### src/rtl/inst_mem_pkg.sv
// inst_mem_pkg: shared size encodings, latency bound and byte-count helper for inst_mem_pipe.
package inst_mem_pkg;
    localparam logic [1:0] SZ_BYTE = 2'b00;
    localparam logic [1:0] SZ_HALF = 2'b01;
    localparam logic [1:0] SZ_WORD = 2'b10;
    localparam int MAX_LATENCY = 4;

    // Reserved size yields 0 bytes; callers flag it as an error separately.
    function automatic logic [2:0] nbytes(input logic [1:0] size);
        return size == SZ_BYTE ? 3'd1 : size == SZ_HALF ? 3'd2 : size == SZ_WORD ? 3'd4 : 3'd0;
    endfunction
endpackage

### src/rtl/inst_mem_stage.sv
// inst_mem_stage: one response pipeline register (valid/data/err) with hold enable and async clear.
module inst_mem_stage (
    input  logic        clk,
    input  logic        rst_n,
    input  logic        en,
    input  logic        in_valid,
    input  logic [31:0] in_data,
    input  logic        in_err,
    output logic        out_valid,
    output logic [31:0] out_data,
    output logic        out_err
);
    logic        valid_q, valid_d;
    logic [31:0] data_q, data_d;
    logic        err_q, err_d;

    always_comb begin
        valid_d = en ? in_valid : valid_q;
        data_d  = en ? in_data : data_q;
        err_d   = en ? in_err : err_q;
    end

    always_ff @(posedge clk or negedge rst_n) begin
        if (!rst_n) begin
            valid_q <= 1'b0;
            data_q  <= '0;
            err_q   <= 1'b0;
        end else begin
            valid_q <= valid_d;
            data_q  <= data_d;
            err_q   <= err_d;
        end
    end

    assign out_valid = valid_q;
    assign out_data  = data_q;
    assign out_err   = err_q;
endmodule

### src/rtl/inst_mem_pipe.sv
// inst_mem_pipe: pipelined byte-addressed read memory with valid/ready ports, backpressure and preload.
module inst_mem_pipe
    import inst_mem_pkg::*;
#(
    parameter int ADDR_W      = 32,
    parameter int DEPTH_BYTES = 256,
    parameter int LATENCY     = 1
) (
    input  logic              clk,
    input  logic              rst_n,
    input  logic              req_valid,
    output logic              req_ready,
    input  logic [ADDR_W-1:0] req_addr,
    input  logic [1:0]        req_size,
    output logic              rsp_valid,
    input  logic              rsp_ready,
    output logic [31:0]       rsp_data,
    output logic              rsp_err,
    input  logic              load_en,
    input  logic [ADDR_W-1:0] load_addr,
    input  logic [7:0]        load_data
);
    localparam int IDX_W = $clog2(DEPTH_BYTES);
    localparam logic [ADDR_W:0] DEPTH_X = (ADDR_W + 1)'(DEPTH_BYTES);

    logic [7:0]        mem [DEPTH_BYTES];
    logic [IDX_W-1:0]  idx;
    logic [ADDR_W:0]   end_addr;
    logic              advance, acc_valid, acc_err;
    logic [31:0]       acc_data;
    logic              st_valid [LATENCY];
    logic [31:0]       st_data [LATENCY];
    logic              st_err [LATENCY];

    always_ff @(posedge clk) begin
        if (load_en && {1'b0, load_addr} < DEPTH_X)
            mem[load_addr[IDX_W-1:0]] <= load_data;
    end

    // End address is one bit wider than the request so addresses near the top cannot wrap into range.
    always_comb begin
        idx       = req_addr[IDX_W-1:0];
        end_addr  = {1'b0, req_addr} + (ADDR_W + 1)'(nbytes(req_size));
        acc_err   = req_size == 2'b11
                 || (req_size == SZ_WORD && req_addr[1:0] != 2'b00)
                 || (req_size == SZ_HALF && req_addr[0])
                 || end_addr > DEPTH_X;
        acc_data  = acc_err ? 32'h0
                  : req_size == SZ_WORD ? {mem[idx], mem[idx + IDX_W'(1)], mem[idx + IDX_W'(2)], mem[idx + IDX_W'(3)]}
                  : req_size == SZ_HALF ? {16'h0, mem[idx], mem[idx + IDX_W'(1)]}
                  : {24'h0, mem[idx]};
        advance   = !st_valid[LATENCY-1] || rsp_ready;
        req_ready = advance && !load_en;
        acc_valid = req_valid && req_ready;
    end

    for (genvar g = 0; g < LATENCY; g++) begin : g_stage
        if (g == 0) begin : g_first
            inst_mem_stage u_stage (
                .clk(clk), .rst_n(rst_n), .en(advance),
                .in_valid(acc_valid), .in_data(acc_data), .in_err(acc_err),
                .out_valid(st_valid[g]), .out_data(st_data[g]), .out_err(st_err[g])
            );
        end else begin : g_rest
            inst_mem_stage u_stage (
                .clk(clk), .rst_n(rst_n), .en(advance),
                .in_valid(st_valid[g-1]), .in_data(st_data[g-1]), .in_err(st_err[g-1]),
                .out_valid(st_valid[g]), .out_data(st_data[g]), .out_err(st_err[g])
            );
        end
    end

    assign rsp_valid = st_valid[LATENCY-1];
    assign rsp_data  = st_data[LATENCY-1];
    assign rsp_err   = st_err[LATENCY-1];
endmodule
### config.mk
export PLATFORM = sky130hd
export DESIGN_NAME = inst_mem_pipe
export DESIGN_NICKNAME = d
export VERILOG_FILES = /design/src/rtl/inst_mem_pkg.sv /design/src/rtl/inst_mem_stage.sv /design/src/rtl/inst_mem_pipe.sv
export SDC_FILE = /design/constraint.sdc
export NUM_CORES = 2
export LEC_CHECK = 0
export CORE_ASPECT_RATIO = 0.8
export CORE_UTILIZATION = 47
export DETAILED_ROUTE_END_ITERATION = 8
export SYNTH_ARGS = -nofsm -noshare
export SYNTH_HDL_FRONTEND = slang
export SYNTH_SLANG_ARGS = --single-unit
### constraint.sdc
create_clock -name clk -period 5.3 [get_ports clk]
set_input_delay 0.795 -clock clk [delete_from_list [all_inputs] [get_ports clk]]
set_output_delay 0.795 -clock clk [all_outputs]
set_load 0.05 [all_outputs]
* Yosys cells after proc, flatten, opt, wreduce, memory -nomap -nowiden
Memory sizes are Yosys's and may differ from the RTL's.
Index checks and enable logic that the tools add are counted.
** Storage, ports and cells
- Register bits :: 34
- Latch bits :: 0
- Bits in writable memories :: 2048
- Bits in read-only memories :: 0
- Output and inout bits :: 35
- Memories :: 1
** Operators by class
- Add/subtract/negate cells :: 4
- Multiply operators :: 0
- Divide/modulo/power cells :: 0
- Order comparisons :: 2
- Equal/unequal tests :: 3
- Shift-type cells :: 0
- Muxes and demuxes :: 8
- Bitwise operators :: 0
- Reduce and logical (&&, ||, !) cells :: 13
** Memories
- mem :: depth 256, width 8, rd ports 4, clocked after Yosys merged registers in 0, wr ports 1, line inst_mem_pipe.sv:26 : logic [7:0] mem [DEPTH_BYTES];
** Operators by type and width (count)
- $mux 32 :: 2
- $add 32x3->33 :: 1
- $gt 33x9->1 const B :: 1
- $lt 32x9->1 const B :: 1
- $add 8x2->8 const B :: 2
- $mux 16 :: 1
- $mux 3 :: 3
- $add 8x1->8 const B :: 1
- $logic_and 1x1->1 :: 5
- $eq 2x2->1 const B :: 2
- $logic_or 1x1->1 :: 4
- $eq 2x1->1 const B :: 1
- $logic_not 1->1 :: 2
- $logic_not 2->1 :: 1
- $mux 1 :: 2
- $reduce_bool 2->1 :: 1

* Longest topological paths before layout
- Depth after elaboration :: 8
- Mapped depth :: 22
- Mapped depth without buffers :: 12

* Cells and area by module
Synthesis repeated with hierarchy kept, for this count alone.
** Second synthesis, totals
- Cells, all modules :: 8234
- Area, all modules :: 133120.2 µm²
** By module, submodules not included
- inst_mem_pipe :: instances 1, cells an instance 8162, area each 131702.6 µm²
- inst_mem_stage :: instances 1, cells an instance 72, area each 1417.6 µm²

* Worst setup path before layout
OpenSTA, ideal clock, no wires.
- Path kind :: in2reg
- Start point :: input req_addr[0]
- End point :: register g_stage[0].g_first.u_stage.data_q[1]
- Library setup time :: 0.129 ns
- Data arrival time :: 5.030 ns
- Required time :: 5.171 ns
- Setup slack :: 0.142 ns
- Stages :: 17
- Path buffers :: 8
- Path through :: buf_4 > buf_4 > buf_4 > inv_2 > buf_2 > clkbuf_1 > ha_1 > buf_2 > buf_6 > buf_1 > mux4_2 > mux4_2 > mux4_2 > a32o_1 > a31oi_1 > a22o_1 > o21ai_0
** Between the ends
- Longest elaborated chain between the ends :: 6
- Elaborated cells between the ends (all ways) :: 14
- Those cells by class :: add/sub: 3; order compare: 1; mux: 3; reduce/logical: 6; memory: 1
** RTL lines
- from (decl) :: line inst_mem_pipe.sv:13 : input logic [ADDR_W-1:0] req_addr,
- parallel branches: the longest is 5 deep, another holds $add 32x3->33
- $mux 32 * :: line inst_mem_pipe.sv:48 : acc_data = acc_err ? 32'h0
- to (signal assigned) :: line inst_mem_stage.sv:30 : data_q <= data_d;
- to (decl) :: line inst_mem_stage.sv:14 : logic [31:0] data_q, data_d;
Every way passes the cells marked *.
A chain may end at the register's enable or synchronous reset.

* Final worst setup path
- Start point :: input req_addr[3]
- End point :: register g_stage[0].g_first.u_stage.data_q[8]
** Between the ends
- Longest elaborated chain between the ends :: 4
- Elaborated cells between the ends (all ways) :: 8
- Those cells by class :: add/sub: 2; order compare: 1; mux: 3; reduce/logical: 1; memory: 1
** RTL lines
- $add 32x3->33, or another cell as far along :: line inst_mem_pipe.sv:43 : end_addr = {1'b0, req_addr} + (ADDR_W + 1)'(nbytes(req_size));
- $gt 33x9->1, or another cell as far along :: line inst_mem_pipe.sv:47 : || end_addr > DEPTH_X;
- $logic_or 1x1->1 / $mux 32 (equally long branches) :: line inst_mem_pipe.sv:47, inst_mem_pipe.sv:49
- $mux 32 * :: line inst_mem_pipe.sv:48
Every way passes the cells marked *; elsewhere a longest branch is shown, timed or not.

==> tab_implementation.tex <==
\begin{tabular}{lr}
\hline
Metric & Value \\
\hline
\multicolumn{2}{l}{\textbf{Timing}} \\
RSZ-0062 raised after global routing & false \\
Fin crit share & 1.014 \\
Maximum clock frequency & 186.1 MHz \\
Final Max Tran Viols & 2 \\
Setup violators final & 1 \\
Setup TNS after final layout & -0.07390 ns \\
Final hold viol count & 0 \\
Worst Slack Setup Final & -0.07390 ns \\
Final critical delay including setup and external delays & 5.374 ns \\
Setup skew after layout & 0.06125 ns \\
Worst slew margin & -0.1451 \\
Slew at the pin closest to its max-slew limit & 1.706 ns \\
Hold Slack & 0.3368 ns \\
\multicolumn{2}{l}{\textbf{Drt}} \\
Number of detailed-routing iterations run before antenna repair & 7 \\
Number of vias after detailed routing & 102600 \\
Residual DRC count & 0 \\
Ratio of routed vias to standard cells & 7.892 \\
Remaining antenna violation count after routing & 0 \\
Wire per inst & 47.59 um \\
Routed wire length & 618700 um \\
Initial DRC Count & 20177 \\
\multicolumn{2}{l}{\textbf{Power}} \\
Ratio of total power to cell area & 294.2 mW/mm2 \\
Leakage Power & 49.76 nW \\
Worst supply voltage drop on vdd & 0.0003501 V \\
Total chip power & 44.44 mW \\
\multicolumn{2}{l}{\textbf{Critical path}} \\
Dominant cell type by count on the critical path & sky130\_fd\_sc\_hd\_\_buf\_4 \\
Arrival time at the worst endpoint & 6.19 ns \\
Classification of the worst setup path & in2reg \\
Slowest-stage cell, CP & sky130\_fd\_sc\_hd\_\_xor2\_4 \\
Cell breakdown of the critical path & buf\_4 > nand3\_1 > xor2\_4 > mux4\_2 > nor2\_1 > nor4\_1 > buf\_4 > or4\_1 > a31oi\_1 > a21oi\_1 > a22o\_1 \\
Critical Path Start Type & primary input \\
Critical path fanouts, max & 33 \\
Max stage delay on crit path & 0.93 ns \\
Required time of the critical path & 6.12 ns \\
Endpoint type of the worst setup path & flip-flop \\
\multicolumn{2}{l}{\textbf{Finish}} \\
Fraction of the core area covered by cells at the end of the flow & 0.5435 \\
Area overhead of the layout relative to synthesis & 14.86\% \\
Leading cell type in the layout, fill and taps excluded & sky130\_fd\_sc\_hd\_\_edfxtp\_1 \\
Number of nets at the end of the flow & 9162 \\
Number of non-filler instances in the completed layout & 13000 \\
Highest-count cells in the layout ignoring fill and taps & 2048 x sky130\_fd\_sc\_hd\_\_edfxtp\_1, 1971 x sky130\_fd\_sc\_hd\_\_mux4\_2, 1154 x sky130\_fd\_sc\_hd\_\_nand2\_1 \\
Fraction of layout instances using a drive strength above 1 & 0.3789 \\
\multicolumn{2}{l}{\textbf{Placed design}} \\
Total half-perimeter wirelength after legalization and detailed placement & 436100 um \\
I/O Buffers & 113 \\
Cell count after placement & 12519 \\
Weighted congestion at the end of routability-driven global placement & 1.091 \\
\multicolumn{2}{l}{\textbf{Floorplan}} \\
Die footprint & 0.2819 mm2 \\
Initial cell density of the core & 0.4731 \\
Number of placement rows & 173 \\
Floorplan core area & 0.2779 mm2 \\
Ports placed on the boundary & 114 \\
Die X & 593.4 um \\
Vertical die dimension & 475.1 um \\
\multicolumn{2}{l}{\textbf{Logic synthesis}} \\
Fraction of synthesis flops using an asynchronous set or reset pin & 0.01633 \\
Synthesis-stage register bit count & 2082 \\
Synthesized netlist cell count & 8478 \\
Most used flip-flop cell after synthesis & sky130\_fd\_sc\_hd\_\_edfxtp\_1 \\
Synthesis warning total & 0 \\
Number of synthesized flops with an enable pin & 2048 \\
Register area share after synthesis & 0.4741 \\
Synthesized area per cell & 15.51 um2 \\
Syn nets & 8565 \\
Post-Syn Area & 0.1315 mm2 \\
Count of different cell masters after synthesis & 84 \\
\multicolumn{2}{l}{\textbf{Clocking}} \\
Number of buffers inserted during clock tree synthesis & 228 \\
Root Driver & sky130\_fd\_sc\_hd\_\_clkbuf\_16 \\
Postcts setup bufs & 0 \\
Max Root-Sink Buffers & 4 \\
Clock transition at the registers of the reported paths & 0.07 ns \\
Number of sinks driven by the clock tree & 2082 \\
Clock insertion delay at the later pin of the skew report & 0.96 ns \\
TritonCTS clock tree & built \\
Depth of the CTS H-tree & 4 \\
\multicolumn{2}{l}{\textbf{GRT}} \\
Vias in the first global route & 93294 \\
Total Routing Usage GR & 0.4355 \\
Total global routing overflow & 0 \\
Largest net degree at the start of global routing & 161 \\
Wire length of the first global-routing pass & 824500 um \\
Antenna violations before repair & 57 \\
\multicolumn{2}{l}{\textbf{Outcome}} \\
Outcome & complete, but fails checks \\
Violations in the final reports & capacitance limit, slew limit, setup timing \\
\multicolumn{2}{l}{\textbf{Flow run}} \\
Number of violations of the max-capacitance limit & 1 \\
\multicolumn{2}{l}{\textbf{Hold path}} \\
Class of the tightest hold or removal check & in2reg \\
\hline
\end{tabular}
==> power breakdown <==
part	switching [mW]	internal (mW)
Combinational	6.01	3.28
Sequential	0.000576	18.1
Clock	7.20	9.87
Total	13.2	31.2
==> path summary, 6_finish.rpt <==
| kind | from | endpoint | slack, ns | cells after the start |
|---|---|---|---|---|
| min in group asynchronous | rst_n | g_stage[0].g_first.u_stage.out_valid | 0.54 | 2 |
| worst min-delay path | load_data[4] | mem[222][4] | 0.34 | 1 |
| max in group asynchronous | rst_n | g_stage[0].g_first.u_stage.out_data[19] | 4.17 | 2 |
| worst max register to register | mem[184][0] | g_stage[0].g_first.u_stage.out_data[8] | 0.91 | 9 |
| worst min register to register | g_stage[0].g_first.u_stage.out_data[0] | g_stage[0].g_first.u_stage.out_data[0] | 0.54 | 2 |
| worst max-delay path | req_addr[3] | g_stage[0].g_first.u_stage.out_data[8] | -0.07 | 11 |
==> layer usage <==
layer	wire [um]	vias to the layer above	share of wire	GRT usage
met3	117600	1751	0.19	0.2389
met5	137	-	0.00022	0.003741
li1	-	37212	-	-
met1	212400	53174	0.34	0.5661
met4	38780	16	0.063	0.2286
met2	249800	10447	0.40	0.5797
==> layout make-up <==
type,count,area [um2]
Fill cell,22194,126900
Inverter,13,66.31
Clock buffer,276,5992
Antenna cell,66,165.2
Tap cell,3675,4598
Clock inverter,138,1695
Timing Repair Buffer,1179,10590
Sequential cell,2082,62350
Multi-Input combinational cell,5571,65590
==> critical path, delay by kind of cell <==
family / cells / cell delay (ns)
buffers and inverters: 2 / 0.68
muxes: 1 / 0.61
xor gates and xnor gates: 1 / 0.93
AOI/OAI and AO/OA: 3 / 1.11
and+or+nand+nor: 4 / 1.92
==> logic make-up after synthesis <==
family	Yosys count	synth area share
AOI/OAI and AO/OA	890	0.04818
xor gates and xnor gates	29	0.001931
adders and majority gates	8	0.0008183
buffers and inverters	825	0.03111
DFF	2082	0.4741
muxes	2393	0.3699
and+or+nand+nor	2251	0.07392
==> sequential cells by signal, summed over array words and instances (netlist names) <==
name,flops
g_stage.g_first.u_stage.out_valid,1
g_stage.g_first.u_stage.out_err,1
g_stage.g_first.u_stage.out_data,32
mem,2048
==> cells in the mapped netlist (30+ instances only) <==
cell	count	area [um2]
sky130_fd_sc_hd__edfxtp_1	2048	61500
sky130_fd_sc_hd__mux4_2	1971	44390
sky130_fd_sc_hd__nand2_1	1164	4369
sky130_fd_sc_hd__nor2_1	424	1592
sky130_fd_sc_hd__mux2i_1	401	4014
sky130_fd_sc_hd__nand3_1	333	1667
sky130_fd_sc_hd__clkbuf_1	278	1044
sky130_fd_sc_hd__buf_2	273	1366
sky130_fd_sc_hd__a21oi_1	139	695.7
sky130_fd_sc_hd__buf_4	138	1036
sky130_fd_sc_hd__a31oi_1	121	757.0
sky130_fd_sc_hd__o21ai_0	108	540.5
sky130_fd_sc_hd__buf_1	105	394.1
sky130_fd_sc_hd__a32oi_1	86	753.2
sky130_fd_sc_hd__nand4_1	75	469.2
sky130_fd_sc_hd__nor3_1	65	325.3
sky130_fd_sc_hd__a22oi_1	57	427.9
sky130_fd_sc_hd__and3_1	47	294.0
sky130_fd_sc_hd__o22ai_1	46	287.8
sky130_fd_sc_hd__a311oi_1	35	306.5
sky130_fd_sc_hd__dfrtp_1	34	850.8
sky130_fd_sc_hd__a211oi_1	33	247.7
sky130_fd_sc_hd__nor4_1	31	193.9
sky130_fd_sc_hd__a221oi_1	30	262.8
==> what timing repair did <==
action / in CTS / in global routing
hold buffers: 1 / 0
endpoints found under the hold margin: 18 / 0
gates resized for setup: 0 / 0
==> per-stage QoR <==
| stage | setup WS, ns | area (um2) |
|---|---|---|
| after global placement | -0.4538 | 143200 |
| after global routing | 0.2483 | 150900 |
| after detailed placement | -0.4621 | 143200 |
| after floorplan | 0.1416 | 131500 |
| final | -0.07390 | 151000 |
| after CTS | 0.4876 | 150900 |
Power figures use the tool's default switching activity.
